**config.mk**
```make
export PLATFORM = sky130hd
export DESIGN_NAME = z80_exchange_ctrl_flat
export DESIGN_NICKNAME = d
export VERILOG_FILES = /design/src/rtl/z80_exchange_ctrl_if.sv /design/src/rtl/z80_exchange_ctrl.sv /design/src/flat_wrapper.sv
export SDC_FILE = /design/constraint.sdc
export NUM_CORES = 1
export LEC_CHECK = 0
export BUFFER_PORTS_ARGS = -buffer_cell sky130_fd_sc_hd__buf_4
export CAP_MARGIN = 20
export CORE_ASPECT_RATIO = 1.2
export CORE_MARGIN = 10
export CORE_UTILIZATION = 40
export CTS_CLUSTER_DIAMETER = 30
export CTS_CLUSTER_SIZE = 25
export DETAILED_ROUTE_END_ITERATION = 12
export GPL_ROUTABILITY_DRIVEN = 0
export PLACE_DENSITY = 0.73
export RECOVER_POWER = 50
export SETUP_SLACK_MARGIN = 0.1
export SLEW_MARGIN = 20
export SYNTH_ARGS = -nofsm -noshare
export SYNTH_HDL_FRONTEND = slang
export SYNTH_SLANG_ARGS = --single-unit
```
**constraint.sdc**
```tcl
create_clock -name clk -period 3.4 [get_ports clk]
set_clock_uncertainty 0.2 [all_clocks]
set_input_delay 0.34 -clock clk [delete_from_list [all_inputs] [get_ports clk]]
set_output_delay 0.34 -clock clk [all_outputs]
set_load 0.005 [all_outputs]
```
**src/rtl/z80_exchange_ctrl_if.sv**
```systemverilog
// z80_exchange_ctrl_if -- signal bundle between the instruction decoder /
// memory port and the exchange-instruction controller.
//
// Handshakes:
//   start/op   : decoder pulse. Taken only when the controller is idle.
//                No ready signal is returned; busy tells the decoder when a
//                new start would be ignored.
//   mem_req/ack: mem_req is a valid-style request. addr/we/wdata stay
//                constant while mem_req is high. mem_ack completes the
//                access in the cycle it is high, and read data is valid
//                with it. mem_req drops or moves to the next access on the
//                following cycle.
//
// Signal groups:
//   decoder side : start, op, sp_in, hl_in -> busy, done, ip_inc
//   register file: de_hl_swap, af_sel, exx_sel, hl_we, hl_wdata
//   memory side  : mem_req, mem_we, mem_addr, mem_wdata <- mem_rdata, mem_ack
//   debug        : dbg_state (current FSM state encoding)
interface z80_exchange_ctrl_if;
    logic        start;
    logic [1:0]  op;
    logic [15:0] sp_in;
    logic [15:0] hl_in;
    logic [7:0]  mem_rdata;
    logic        mem_ack;
    logic        busy;
    logic        done;
    logic        ip_inc;
    logic        de_hl_swap;
    logic        af_sel;
    logic        exx_sel;
    logic        mem_req;
    logic        mem_we;
    logic [15:0] mem_addr;
    logic [7:0]  mem_wdata;
    logic        hl_we;
    logic [15:0] hl_wdata;
    logic [2:0]  dbg_state;

    modport slave (
        input  start, op, sp_in, hl_in, mem_rdata, mem_ack,
        output busy, done, ip_inc, de_hl_swap, af_sel, exx_sel,
               mem_req, mem_we, mem_addr, mem_wdata, hl_we, hl_wdata,
               dbg_state
    );

    modport master (
        output start, op, sp_in, hl_in, mem_rdata, mem_ack,
        input  busy, done, ip_inc, de_hl_swap, af_sel, exx_sel,
               mem_req, mem_we, mem_addr, mem_wdata, hl_we, hl_wdata,
               dbg_state
    );
endinterface

```
**src/rtl/z80_exchange_ctrl.sv**
```systemverilog
// z80_exchange_ctrl -- sequencer for the Z80 exchange instructions
// EX DE,HL / EX AF,AF' / EXX (pure bank/name toggles) and EX (SP),HL
// (two reads from the stack followed by two writes, then an HL update).
//
// Ports:
//   clk   : system clock, all state on the rising edge
//   reset : synchronous, active-high
//   bus   : z80_exchange_ctrl_if.slave (decoder, register-file and memory
//           signals, plus dbg_state exposing the FSM state)
//
// Timing: accept cycle, four M1 cycles in FETCH, then either FIN directly
// (toggle ops) or four memory states each lasting until mem_ack, then FIN.
module z80_exchange_ctrl (
    input logic               clk,
    input logic               reset,
    z80_exchange_ctrl_if.slave bus
);

    localparam logic [2:0] S_IDLE  = 3'd0;
    localparam logic [2:0] S_FETCH = 3'd1;
    localparam logic [2:0] S_RD_LO = 3'd2;
    localparam logic [2:0] S_RD_HI = 3'd3;
    localparam logic [2:0] S_WR_HI = 3'd4;
    localparam logic [2:0] S_WR_LO = 3'd5;
    localparam logic [2:0] S_FIN   = 3'd6;

    localparam logic [1:0] OP_EX_DE_HL = 2'b00;
    localparam logic [1:0] OP_EX_AF    = 2'b01;
    localparam logic [1:0] OP_EXX      = 2'b10;
    localparam logic [1:0] OP_EX_SP_HL = 2'b11;

    logic [2:0] state_q, state_d;
    logic [2:0] cnt_q, cnt_d;
    logic [1:0] op_q, op_d;
    logic [7:0] tmp_lo_q, tmp_lo_d;
    logic [7:0] tmp_hi_q, tmp_hi_d;
    logic       de_hl_swap_q, de_hl_swap_d;
    logic       af_sel_q, af_sel_d;
    logic       exx_sel_q, exx_sel_d;

    logic [15:0] sp_plus1;
    assign sp_plus1 = bus.sp_in + 16'd1;   // wraps FFFF -> 0000

    always_comb begin
        state_d      = state_q;
        cnt_d        = cnt_q;
        op_d         = op_q;
        tmp_lo_d     = tmp_lo_q;
        tmp_hi_d     = tmp_hi_q;
        de_hl_swap_d = de_hl_swap_q;
        af_sel_d     = af_sel_q;
        exx_sel_d    = exx_sel_q;
        case (state_q)
            S_IDLE: begin
                if (bus.start) begin
                    state_d = S_FETCH;
                    cnt_d   = 3'd1;
                    op_d    = bus.op;
                end
            end
            S_FETCH: begin
                if (cnt_q == 3'd4) begin
                    cnt_d = 3'd0;
                    if (op_q == OP_EX_SP_HL) begin
                        state_d = S_RD_LO;
                    end else begin
                        // Toggle on the FIN-entering edge so the new bank is
                        // already visible during the done cycle.
                        state_d = S_FIN;
                        case (op_q)
                            OP_EX_DE_HL: de_hl_swap_d = ~de_hl_swap_q;
                            OP_EX_AF:    af_sel_d     = ~af_sel_q;
                            OP_EXX:      exx_sel_d    = ~exx_sel_q;
                            default:     ;
                        endcase
                    end
                end else begin
                    cnt_d = cnt_q + 3'd1;
                end
            end
            S_RD_LO: begin
                if (bus.mem_ack) begin
                    tmp_lo_d = bus.mem_rdata;
                    state_d  = S_RD_HI;
                end
            end
            S_RD_HI: begin
                if (bus.mem_ack) begin
                    tmp_hi_d = bus.mem_rdata;
                    state_d  = S_WR_HI;
                end
            end
            S_WR_HI: begin
                if (bus.mem_ack) state_d = S_WR_LO;
            end
            S_WR_LO: begin
                if (bus.mem_ack) state_d = S_FIN;
            end
            S_FIN:   state_d = S_IDLE;
            default: state_d = S_IDLE;
        endcase
    end

    always_ff @(posedge clk) begin
        if (reset) begin
            state_q      <= S_IDLE;
            cnt_q        <= 3'd0;
            op_q         <= 2'b00;
            tmp_lo_q     <= 8'h00;
            tmp_hi_q     <= 8'h00;
            de_hl_swap_q <= 1'b0;
            af_sel_q     <= 1'b0;
            exx_sel_q    <= 1'b0;
        end else begin
            state_q      <= state_d;
            cnt_q        <= cnt_d;
            op_q         <= op_d;
            tmp_lo_q     <= tmp_lo_d;
            tmp_hi_q     <= tmp_hi_d;
            de_hl_swap_q <= de_hl_swap_d;
            af_sel_q     <= af_sel_d;
            exx_sel_q    <= exx_sel_d;
        end
    end

    // Memory port is a pure decode of the state so the request stays
    // constant for as long as the controller waits in a memory state.
    always_comb begin
        bus.mem_req   = 1'b0;
        bus.mem_we    = 1'b0;
        bus.mem_addr  = 16'h0000;
        bus.mem_wdata = 8'h00;
        case (state_q)
            S_RD_LO: begin
                bus.mem_req  = 1'b1;
                bus.mem_addr = bus.sp_in;
            end
            S_RD_HI: begin
                bus.mem_req  = 1'b1;
                bus.mem_addr = sp_plus1;
            end
            S_WR_HI: begin
                bus.mem_req   = 1'b1;
                bus.mem_we    = 1'b1;
                bus.mem_addr  = sp_plus1;
                bus.mem_wdata = bus.hl_in[15:8];
            end
            S_WR_LO: begin
                bus.mem_req   = 1'b1;
                bus.mem_we    = 1'b1;
                bus.mem_addr  = bus.sp_in;
                bus.mem_wdata = bus.hl_in[7:0];
            end
            default: ;
        endcase
    end

    assign bus.busy       = (state_q != S_IDLE);
    assign bus.done       = (state_q == S_FIN);
    assign bus.ip_inc     = (state_q == S_FIN);
    assign bus.hl_we      = (state_q == S_FIN) && (op_q == OP_EX_SP_HL);
    assign bus.hl_wdata   = {tmp_hi_q, tmp_lo_q};
    assign bus.de_hl_swap = de_hl_swap_q;
    assign bus.af_sel     = af_sel_q;
    assign bus.exx_sel    = exx_sel_q;
    assign bus.dbg_state  = state_q;

endmodule

```
**src/flat_wrapper.sv**
```systemverilog
// flat-port wrapper written by rule: the top's interface ports become plain ports
module z80_exchange_ctrl_flat 
  (clk, reset, bus_start, bus_op, bus_sp_in, bus_hl_in, bus_mem_rdata, bus_mem_ack, bus_busy, bus_done, bus_ip_inc, bus_de_hl_swap, bus_af_sel, bus_exx_sel, bus_mem_req, bus_mem_we, bus_mem_addr, bus_mem_wdata, bus_hl_we, bus_hl_wdata, bus_dbg_state);
  z80_exchange_ctrl_if bus_i ();
  input logic clk;
  input logic reset;
  input wire logic [$bits(bus_i.start)-1:0] bus_start;
  input wire logic [$bits(bus_i.op)-1:0] bus_op;
  input wire logic [$bits(bus_i.sp_in)-1:0] bus_sp_in;
  input wire logic [$bits(bus_i.hl_in)-1:0] bus_hl_in;
  input wire logic [$bits(bus_i.mem_rdata)-1:0] bus_mem_rdata;
  input wire logic [$bits(bus_i.mem_ack)-1:0] bus_mem_ack;
  output wire logic [$bits(bus_i.busy)-1:0] bus_busy;
  output wire logic [$bits(bus_i.done)-1:0] bus_done;
  output wire logic [$bits(bus_i.ip_inc)-1:0] bus_ip_inc;
  output wire logic [$bits(bus_i.de_hl_swap)-1:0] bus_de_hl_swap;
  output wire logic [$bits(bus_i.af_sel)-1:0] bus_af_sel;
  output wire logic [$bits(bus_i.exx_sel)-1:0] bus_exx_sel;
  output wire logic [$bits(bus_i.mem_req)-1:0] bus_mem_req;
  output wire logic [$bits(bus_i.mem_we)-1:0] bus_mem_we;
  output wire logic [$bits(bus_i.mem_addr)-1:0] bus_mem_addr;
  output wire logic [$bits(bus_i.mem_wdata)-1:0] bus_mem_wdata;
  output wire logic [$bits(bus_i.hl_we)-1:0] bus_hl_we;
  output wire logic [$bits(bus_i.hl_wdata)-1:0] bus_hl_wdata;
  output wire logic [$bits(bus_i.dbg_state)-1:0] bus_dbg_state;
  assign bus_i.start = bus_start;
  assign bus_i.op = bus_op;
  assign bus_i.sp_in = bus_sp_in;
  assign bus_i.hl_in = bus_hl_in;
  assign bus_i.mem_rdata = bus_mem_rdata;
  assign bus_i.mem_ack = bus_mem_ack;
  assign bus_busy = bus_i.busy;
  assign bus_done = bus_i.done;
  assign bus_ip_inc = bus_i.ip_inc;
  assign bus_de_hl_swap = bus_i.de_hl_swap;
  assign bus_af_sel = bus_i.af_sel;
  assign bus_exx_sel = bus_i.exx_sel;
  assign bus_mem_req = bus_i.mem_req;
  assign bus_mem_we = bus_i.mem_we;
  assign bus_mem_addr = bus_i.mem_addr;
  assign bus_mem_wdata = bus_i.mem_wdata;
  assign bus_hl_we = bus_i.hl_we;
  assign bus_hl_wdata = bus_i.hl_wdata;
  assign bus_dbg_state = bus_i.dbg_state;
  z80_exchange_ctrl u_core (.clk(clk), .reset(reset), .bus(bus_i));
endmodule
```
==> results.yml <==
power:
  p_leak_nw: 1.11
  power.density_nw_per_um2: 254
  ir_worst_vdd_mv: 0.314
sta:
  setup_tns_ps: 0
  maxSlewHeadroom: 0.422
  tightestPinTransition_ps: 860
  hold_viol: 0
  rsz0062_at_grt: "false"
  setup_slack_ps: 563
  period_needed_ps: 2840
  setup_viol: 0
  slew_viol_final: 0
  fin_crit_sh: 0.834
  fmax_mhz: 353
  whs_ps: 93.1
setup_path:
  r2r_cells: 4
  crit_arrival_ps: 2300
  crit_path_start_kind: "flop"
  reg2reg_from: "u_core.bus.dbg_state[1]"
  slowest_stage: "dfxtp_1"
  rrSetupSlack_ps: 1420
  end_kind: "output port"
  cp_slowest_stage_delay_ps: 650
  timing.rr.end: "u_core.tmp_lo_q[5]"
  worst-path-buf-inv: 1
  path_delay_family: "simple AND/OR/NAND/NOR gates"
  path_cells: "or3b_1 -> nand2_2 -> o21ai_0 -> a31oi_1 -> buf_4"
  worst-endpoint-required_ps: 2860
  criticalPathCategory: "reg -> out"
  cp_max_fo: 26
finish:
  multi_input_area_um2: 1140
  nets: 386
  antenna_cells: 0
  stdcell_area_um2: 2540
  final_cell_mix: "buf_4 (76), nand2_1 (43), a21oi_1 (32)"
  drive_gt1_frac: 0.292
  layout_commonest_cell: "buf_4"
  area_growth_pct: 41.8
  fillers: 434
  register_area_um2: 541
clocking:
  numCtsBuffers: 3
  cts_hold_buf: 0
  clk_pin_slew_ps: 90
  tritoncts: "built"
  clock_sinks: 27
  insertion_delay_ps: 280
  cts_resized: 0
  post_cts_buffers: 0
  cts_buffer_depth: 2
  cts_root_buffer: "clkbuf_8"
  h-tree-depth: 1
die:
  start_util: 0.417
  row_count: 26
  core-area_um2: 4290
  die_w_um: 81.1
  ios: 98
  dieArea_um2: 7570
  die_y_um: 93.3
grt:
  groute.usage.overall: 0.154
  grt_pass1_wl_um: 9730
  grt_overflow_total: 0
  grt_start_max_net_pins: 28
  grt_pass1_vias: 2084
  grt_antenna_before_repair: 0
synthesis:
  synth_warnings: 0
  synth_cell_types: 43
  synth_top_family_by_area: "simple AND/OR/NAND/NOR gates"
  muxShareOfSynthArea: 0.0670
  synth_fa_ha_area_frac: 0.0209
  syn_inst: 250
  seq_area_frac_synth: 0.302
  synth_area_um2: 1790
  synth_compound_area_frac: 0.221
  synth_fp_nets: 299
  synth-simple-area-share: 0.311
  synth.avg_cell_area_um2: 7.17
  synth-main-ff-cell: "dfxtp_1"
  yosys_register_bits: 27
  synth-edff-count: 0
  synthXorXnorAreaFrac: 0.0196
  async_reset_ff_frac: 0
routing:
  final_antenna_net_count: 0
  drt_iter0_drc: 130
  firstDrtPassIters: 4
  drc: 0
  vias_per_cell: 5.30
  wl_um: 5890
  vias: 2077
  wire_per_inst_um: 15.0
placed_design:
  io_buffers: 97
  place_area_um2: 2520
  post-place-ws_ps: 892
  dp_hpwl_um: 4670
hold_path:
  min_from: "bus_op[1]"
  hold_class: "in -> reg"
  min_path_cells: 3
  min_delay_worst_endpoint: "u_core.op_q[1]"
flow_run:
  maxCapViolCount: 0
status:
  outcome: "completed"
-- kinds of logic after synthesis --
logic type                 after synthesis
AOI/OAI and AO/OA                       68
DFF                                     27
buffers and inverters                   23
adders and majority gates                3
muxes                                   12
and+or+nand+nor                        113
xor gates and xnor gates                 4
-- state kept, by name (all words and copies together) (netlist names) --
register               flops
u_core.bus.exx_sel         1
u_core.cnt_q               3
u_core.op_q                2
u_core.bus.de_hl_swap      1
u_core.tmp_lo_q            8
u_core.bus.dbg_state       3
u_core.tmp_hi_q            8
u_core.bus.af_sel          1
-- worst min-delay path: cells and delay by family --
family,cells,cell delay (ps)
buf+inv,1,70
simple gates,1,70
mux,1,50
-- how the worst max path moves through the flow --
stage / start / endpoint / slack [ps] / cells after the start
finish: u_core.bus.dbg_state[2] / bus_mem_addr[14] / 560 / 5
floorplan: u_core.bus.dbg_state[2] / bus_mem_addr[11] / 1370 / 7
detailed placement: u_core.bus.dbg_state[2] / bus_mem_addr[12] / 890 / 5
global route: u_core.bus.dbg_state[2] / bus_mem_addr[12] / 340 / 5
global placement: u_core.bus.dbg_state[2] / bus_mem_addr[14] / 960 / 5
CTS: u_core.bus.dbg_state[2] / bus_mem_addr[12] / 580 / 5
-- layout make-up --
class | count | area share
Clock inverter | 1 | 0.00345
Sequential cell | 27 | 0.213
Clock buffer | 3 | 0.0162
Multi-Input combinational cell | 200 | 0.451
Timing Repair Buffer | 98 | 0.279
Inverter | 7 | 0.0103
Tap cell | 56 | 0.0276
-- routing by layer --
layer  vias to the layer above  track usage  share of wire
met3                         8       0.0469          0.087
met5                         -            0              0
met2                        75        0.270           0.51
li1                       1070            -              -
met4                         0       0.0549          0.015
met1                       924        0.170           0.39
-- cell usage after synthesis (3+ instances only) --
master	count	area, um^2
a21o_1	3	22.5
a21oi_1	32	160
a31oi_1	10	62.6
and3_1	4	25.0
buf_2	4	20.0
clkbuf_1	8	30.0
dfxtp_1	27	541
ha_1	3	37.5
inv_1	7	26.3
mux2i_1	12	120
nand2_1	43	161
nand2b_1	3	18.8
nand3_1	11	55.1
nand3b_1	4	30.0
nand4_1	3	18.8
nor2_1	22	82.6
nor3_1	3	15.0
nor4_1	4	25.0
o21ai_0	11	55.1
or3_1	3	18.8
xnor2_1	3	26.3
-- where the power goes --
group	internal [mW]	leakage, nW	switching (mW)
Combinational	0.0652	0.864	0.0591
Sequential	0.321	0.218	0.00414
Clock	0.0863	0.0261	0.111
Total	0.472	1.11	0.174
-- stage by stage --
stage,std cells,utilization,power [mW]
finish,392,0.592,0.646
global route,392,0.592,0.677
CTS,392,0.598,0.651
detailed placement,388,0.586,0.456
global placement,388,0.586,0.455
floorplan,250,-,0.385
Note: power is estimated with default switching activity, not from simulation.
